$ cat src/rtl/rom_arb_pkg.sv
// rtl/rom_arb_pkg.sv - shared encodings for the instruction-ROM port arbiter
package rom_arb_pkg;

  typedef enum logic {
    ST_IDLE   = 1'b0,
    ST_STROBE = 1'b1
  } state_t;

  typedef enum logic {
    OWN_IF = 1'b0,
    OWN_LD = 1'b1
  } own_t;

  // grant vector bit positions
  localparam int GNT_IF = 0;
  localparam int GNT_LD = 1;

endpackage

$ cat src/rtl/rom_arb_pick.sv
// rtl/rom_arb_pick.sv - combinational 2-way fetch/load picker
// Optional: ROM_ARB_FIXED_PRIO_EN makes fetch always win a tie.
module rom_arb_pick
  import rom_arb_pkg::*;
(
  input  logic       if_req,
  input  logic       ld_req,
  input  own_t       last,
  output logic [1:0] gnt,
  output own_t       win
);

`ifdef ROM_ARB_FIXED_PRIO_EN
  logic unused_last;
  assign unused_last = last;
`endif

  always_comb begin
    win = OWN_IF;
    if (if_req && ld_req) begin
`ifdef ROM_ARB_FIXED_PRIO_EN
      win = OWN_IF;
`else
      // round-robin: the requester that did not win last time goes first
      win = (last == OWN_IF) ? OWN_LD : OWN_IF;
`endif
    end else if (ld_req) begin
      win = OWN_LD;
    end

    gnt = 2'b00;
    if (if_req || ld_req) begin
      if (win == OWN_LD) gnt[GNT_LD] = 1'b1;
      else               gnt[GNT_IF] = 1'b1;
    end
  end

endmodule

$ cat src/rtl/rom_port_arbiter.sv
// rtl/rom_port_arbiter.sv - shares the single-port instruction ROM between fetch and loads
// Optional: ROM_ARB_FIXED_PRIO_EN selects fixed fetch-first priority.
module rom_port_arbiter
  import rom_arb_pkg::*;
#(
  parameter int AW = 32,
  parameter int DW = 32
) (
  input  logic          clk,
  input  logic          reset,
  input  logic          if_req,
  input  logic [AW-1:0] if_addr,
  output logic          if_gnt,
  output logic          if_rvalid,
  output logic [DW-1:0] if_rdata,
  input  logic          ld_req,
  input  logic [AW-1:0] ld_addr,
  output logic          ld_gnt,
  output logic          ld_rvalid,
  output logic [DW-1:0] ld_rdata,
  output logic [AW-1:0] rom_addr,
  output logic          rom_cs,
  input  logic [DW-1:0] rom_data
);

  state_t     state;
  own_t       owner;
  own_t       last;
  own_t       win;
  logic [1:0] gnt;
  logic       idle;

  assign idle = (state == ST_IDLE);

  // requests are masked outside IDLE so no grant can leak during the strobe
  rom_arb_pick u_pick (
    .if_req (if_req & idle),
    .ld_req (ld_req & idle),
    .last   (last),
    .gnt    (gnt),
    .win    (win)
  );

  assign if_gnt = gnt[GNT_IF];
  assign ld_gnt = gnt[GNT_LD];

`ifdef ROM_ARB_FIXED_PRIO_EN
  assign last = OWN_LD;
`else
  always_ff @(posedge clk or posedge reset) begin
    if (reset) begin
      last <= OWN_LD;
    end else if (idle && (gnt != 2'b00)) begin
      last <= win;
    end
  end
`endif

  always_ff @(posedge clk or posedge reset) begin
    if (reset) begin
      state     <= ST_IDLE;
      owner     <= OWN_IF;
      rom_addr  <= '0;
      rom_cs    <= 1'b0;
      if_rvalid <= 1'b0;
      ld_rvalid <= 1'b0;
      if_rdata  <= '0;
      ld_rdata  <= '0;
    end else begin
      if_rvalid <= 1'b0;
      ld_rvalid <= 1'b0;
      case (state)
        ST_IDLE: begin
          if (gnt != 2'b00) begin
            rom_addr <= (win == OWN_LD) ? ld_addr : if_addr;
            owner    <= win;
            rom_cs   <= 1'b1;
            state    <= ST_STROBE;
          end
        end
        ST_STROBE: begin
          // ROM word settled after the strobe edge; hand it to the owner
          if (owner == OWN_LD) begin
            ld_rdata  <= rom_data;
            ld_rvalid <= 1'b1;
          end else begin
            if_rdata  <= rom_data;
            if_rvalid <= 1'b1;
          end
          rom_cs <= 1'b0;
          state  <= ST_IDLE;
        end
        default: begin
          rom_cs <= 1'b0;
          state  <= ST_IDLE;
        end
      endcase
    end
  end

endmodule

$ cat config.mk
export PLATFORM = sky130hd
export DESIGN_NAME = rom_port_arbiter
export DESIGN_NICKNAME = d
export VERILOG_FILES = /design/src/rtl/rom_arb_pkg.sv /design/src/rtl/rom_arb_pick.sv /design/src/rtl/rom_port_arbiter.sv
export SDC_FILE = /design/constraint.sdc
export NUM_CORES = 1
export LEC_CHECK = 0
export CAP_MARGIN = 40
export CORE_MARGIN = 8
export CORE_UTILIZATION = 41
export CTS_BUF_LIST = sky130_fd_sc_hd__clkbuf_4 sky130_fd_sc_hd__clkbuf_8 sky130_fd_sc_hd__clkbuf_16
export DETAILED_ROUTE_END_ITERATION = 8
export PLACE_DENSITY = 0.89
export SYNTH_ARGS = -nofsm -noshare
export SYNTH_HDL_FRONTEND = slang
export SYNTH_HIERARCHICAL = 1
export SYNTH_SLANG_ARGS = --single-unit
$ cat constraint.sdc
create_clock -name clk -period 5 [get_ports clk]
set_clock_uncertainty 0.15 [all_clocks]
set_input_delay 1 -clock clk [delete_from_list [all_inputs] [get_ports clk]]
set_output_delay 1 -clock clk [all_outputs]
set_load 0.1 [all_outputs]
==> results.toml, run 1 <==
[cts]
h-tree-depth = 3
cts.sinks = 102
worstSkewPairLatency_ns = 0.34
clk_path_buf_depth = 2
cts_buffers = 9
cts_root_buf = "clkbuf_8"
cts_tree = "done"
cts_hold_buf = 0
path_clk_slew_ns = 0.09
postCtsSetupBuffers = 0
post_cts_resized = 0

[yosys]
synthesis.nets = 361
syn-cell-area_um2 = 4322
syn_inst = 261
synth_seq_area_share_pct = 59.09
yosysTopAreaCell = "dfrtp_1"
synth-seq-cells = 102
yosys_warnings = 6
synth_cell_types = 15
synth_top_area_share_pct = 58.48
synth.top_cells.by_area = "dfrtp_1 (58%), mux2_2 (26%), mux2_4 (9.7%)"
syn_avg_cell_area_um2 = 16.56

[setup_path]
crit_family = "buffers and inverters"
critical_path_buf_inv_count = 2
critPathArrivalTime_ns = 2.38
crit_path_top_delay_cell = "clkdlybuf4s50_1"
cp-start-kind = "input port"
cpPeakStageDelay_ns = 0.45
crit_required_ns = 3.85
crit_type = "in2out"
crit_path_end_kind = "output pin"
path_max_fanout = 3
path_cells = "clkdlybuf4s50_1 > nor2b_1 > a21boi_1 > buf_4"

[layout]
final_nets = 663
final_cell_mix = "clkdlybuf4s50_1 (198), dfrtp_1 (101), mux2_2 (100), buf_8 (66), buf_16 (35)"
final_common_cell = "clkdlybuf4s50_1"
syn2layout_area_growth_pct = 98.73
drive_gt1_share_pct = 45.15
antenna_cells = 0
fill_cells = 508
finalNonFillerCells = 703

[timing]
finalCritPeriodShare_pct = 70.60
finalWorstSetupSlack_ns = 1.470
drv_slew = 0
setup_viol = 0
tns_ns = 0
relSlewSlack_pct = 46.07
fin_crit_ns = 3.530
max_freq_ghz = 0.2833
rsz0062_at_grt = "false"
worst_pin_slew_ns = 0.8089
finalHoldViolCount = 0

[floorplanning]
rows = 37
fp.dieArea_um2 = 14080
start_util_pct = 42.05
core_area_um2 = 10280
die_w_um = 118.7
fp.dieH_um = 118.7
ioPinCount = 201

[run_status]
status = "completed"

[route]
via_per_inst = 4.735
dr.pass1.iters = 4
totalWireLength_um = 14580
drcViolationCount = 0
vias = 3329
drtAntennaViolNets = 0
drt_iter0_drc = 63
wire_per_inst_um = 20.74

[place]
dp_hpwl_um = 12130
portBuffers = 200
place_inst = 688
post-place-ws_ns = 1.369
gp_congestion = 0.7250

[global_routing]
grt_overflow_total = 0
grt_util_all_layers_pct = 20.73
grt_pass1_wl_um = 22830
grt_max_degree = 52
antenna_found_initial = 0
grt_pass1_vias = 3907

[min_path]
hold_class = "reg2reg"

[run]
maxCapViolCount = 0
[per-layer routing]
metal	routed length, um	global-route usage (%)	share of wire, %
met5	0	0	0
met4	281	6.482	1.9
met3	796	5.331	5.5
met2	8516	41.43	58
met1	4987	20.05	34
[Yosys cell counts]
cell / count
nand2b_1: 1
buf_6: 6
a21o_1: 1
nand2_1: 1
o21ba_2: 1
buf_4: 2
mux2_2: 100
buf_2: 7
nor2b_1: 2
mux2_1: 2
dfstp_2: 1
a21boi_1: 3
mux2_4: 28
dfrtp_1: 101
inv_1: 5
[cell type report]
cell class                      count  area [um^2]  area share, %
Sequential cell                   102         2554          29.73
Clock inverter                      5        58.81         0.6847
Timing Repair Buffer              306         4001          46.59
Inverter                            5        21.27         0.2477
Tap cell                          136        170.2          1.981
Multi-Input combinational cell    139         1645          19.16
Clock buffer                       10        137.6          1.603
[path summary, 6_finish.rpt]
kind | endpoint | depth (start not counted) | slack [ns] | start
min in group asynchronous | ld_rdata[11] | 2 | 0.85 | reset
min reg2reg | rom_cs | 1 | 0.34 | rom_cs
max in group asynchronous | if_rvalid | 4 | 2.91 | reset
max reg2reg | rom_addr[13] | 5 | 2.38 | state
min | rom_cs | 1 | 0.34 | rom_cs
max | if_gnt | 4 | 1.47 | if_req
[kinds of logic after synthesis]
| kind of cell | count (synthesis) | share of synthesized area (%) |
|---|---|---|
| and+or+nand+nor | 4 | 0.5211 |
| DFF | 102 | 59.09 |
| AOI/OAI and AO/OA | 5 | 0.9265 |
| buffers and inverters | 20 | 3.156 |
| muxes | 130 | 36.31 |
[metrics by stage]
step | util, % | area [um^2] | hold WS [ns]
2_1_floorplan | - | 4322 | 0.3459
3_3_place_gp | 62.44 | 6417 | 0.3198
3_5_place_dp | 81.65 | 8392 | 0.3215
4_1_cts | 83.56 | 8588 | 0.3420
5_1_grt | 83.56 | 8588 | 0.3723
6_report | 83.56 | 8588 | 0.3393
[state kept, by name (all words and copies together), names as in the netlist]
| register | count |
|---|---|
| ld_rdata | 32 |
| state | 1 |
| rom_addr | 32 |
| ld_rvalid | 1 |
| rom_cs | 1 |
| owner | 1 |
| if_rdata | 32 |
| if_rvalid | 1 |
| last | 1 |
Power of run 1 is left out: the tool's default activity adds up to more than one toggle a clock period on the data nets, which glitch-free logic cannot reach.
==> run 2, diff against run 1 <==
clock period = 3.6 ns   (was 5 ns; I/O delays follow)
==> run 2 against run 1 <==
  * Sequential share of layout area is 5.1 points higher
  * Clock-buffer cell count is 1 lower
  * Via count is 5.9% lower
  * Global-route usage is 2.8 points lower
  * Hold slack better by 0.021 ns
  * Die area stayed put
  * Register-to-register slack worse by 1.1 ns
  * Worst setup slack worse by 0.78 ns
  * Largest cell class unchanged
==> results.toml, run 2 (synthesis results as in run 1) <==
[setup_path]
path_cells = "clkdlybuf4s50_1 > nor2b_1 > a21boi_2 > buf_12"
cpPeakStageDelay_ns = 0.45
critPathArrivalTime_ns = 2.04
cp-start-kind = "input port"
crit_type = "in2out"
path_max_fanout = 3
crit_path_end_kind = "output pin"
r2r_slack_ns = 1.27
r2r_cells = 5
worst_r2r_endpoint = "rom_addr[26]"
crit_path_top_delay_cell = "clkdlybuf4s50_1"
crit_required_ns = 2.73
reg2reg_from = "state"

[floorplanning]
core_area_um2 = 10280
fp.dieH_um = 118.7
rows = 37
die_w_um = 118.7
ioPinCount = 201
start_util_pct = 42.05
fp.dieArea_um2 = 14080

[run_status]
status = "completed"

[timing]
drv_slew = 0
rsz0062_at_grt = "false"
fin_crit_ns = 2.915
setup_viol = 0
worst_pin_slew_ns = 0.5465
finalCritPeriodShare_pct = 80.97
relSlewSlack_pct = 63.57
tns_ns = 0
finalHoldViolCount = 0
max_freq_ghz = 0.3431

[cts]
cts_hold_buf = 0
worstSkewPairLatency_ns = 0.35
cts.sinks = 102
path_clk_slew_ns = 0.09
clk_path_buf_depth = 2
h-tree-depth = 3
post_cts_resized = 0
cts_root_buf = "clkbuf_8"
cts_buffers = 9
postCtsSetupBuffers = 0
cts_tree = "done"

[place]
dp_hpwl_um = 10230
portBuffers = 200
gp_congestion = 0.7347

[route]
dr.pass1.iters = 4
drt_iter0_drc = 70
wire_per_inst_um = 19.31
vias = 3133
drcViolationCount = 0
totalWireLength_um = 12570
via_per_inst = 4.813
drtAntennaViolNets = 0

[global_routing]
antenna_found_initial = 0
grt_max_degree = 46
grt_util_all_layers_pct = 17.89
grt_pass1_vias = 3778
grt_overflow_total = 0
grt_pass1_wl_um = 20310

[min_path]
min_from = "rom_cs"
holdPathStages = 1
min_to = "rom_cs"
hold_class = "reg2reg"

[layout]
final_cell_mix = "clkdlybuf4s50_1 (147), dfrtp_1 (101), mux2_2 (100), buf_4 (54), buf_8 (44)"
drive_gt1_share_pct = 49.71
antenna_cells = 0
fill_cells = 698
syn2layout_area_growth_pct = 69.40
top_regs = "if_rdata (32), ld_rdata (32), rom_addr (32)"
final_common_cell = "clkdlybuf4s50_1"
seq_area_um2 = 2554
final_nets = 611
multi_input_area_um2 = 1650

[run]
maxCapViolCount = 0
run 2: changes by cell type in the layout (fill, tap and decap cells not counted), sizes merged:
cell	delta
clkbuf	-1
inv	+2
buf	-1
bufinv	-1
clkinv	+1
clkinvlp	-1
clkdlybuf4s50	-51
run 2: how the worst max path moves through the flow:
stage / startpoint / cells after the start / end / slack [ns]
finish: if_req / 4 / if_gnt / 0.69
global route: if_req / 4 / if_gnt / 0.67
CTS: if_req / 4 / if_gnt / 0.68
detailed placement: ld_req / 6 / rom_addr[15] / 0.56
global placement: ld_req / 6 / rom_addr[16] / 0.66
floorplan: reset / 1 / if_rdata[0] / 0.06
run 2: routing by layer:
metal	global-route usage [%]	part of all wire [%]
met3	5.378	6.0
met5	0	0
met1	18.92	37
met4	5.059	1.9
met2	33.52	55
run 2: layout make-up:
type | instances | share of cell area (%)
well taps | 136 | 2.324
inverters | 5 | 0.2905
flip-flops and latches | 102 | 34.88
clock buffers | 9 | 1.692
clock inverters | 6 | 0.7349
multi-input cells | 139 | 22.54
repair buffers | 254 | 37.53
run 2: metrics by stage:
stage	instance area (um^2)	setup WS (ns)	std cells	hold WS (ns)	util, %
global route	7321	0.6655	651	0.3815	71.23
floorplan	4329	0.05617	261	0.3459	-
global placement	6372	0.6645	588	0.3236	62.00
finish	7321	0.6851	651	0.3600	71.23
CTS	7321	0.6807	651	0.3610	71.23
detailed placement	7143	0.5553	636	0.3356	69.50
run 2: worst max-delay path: cells and delay by family:
| kind | cells | cell delay, ns |
|---|---|---|
| AOI/OAI and AO/OA | 1 | 0.32 |
| buffers and inverters | 2 | 0.66 |
| and+or+nand+nor | 1 | 0.33 |
Power of run 2 is left out for the same reason.
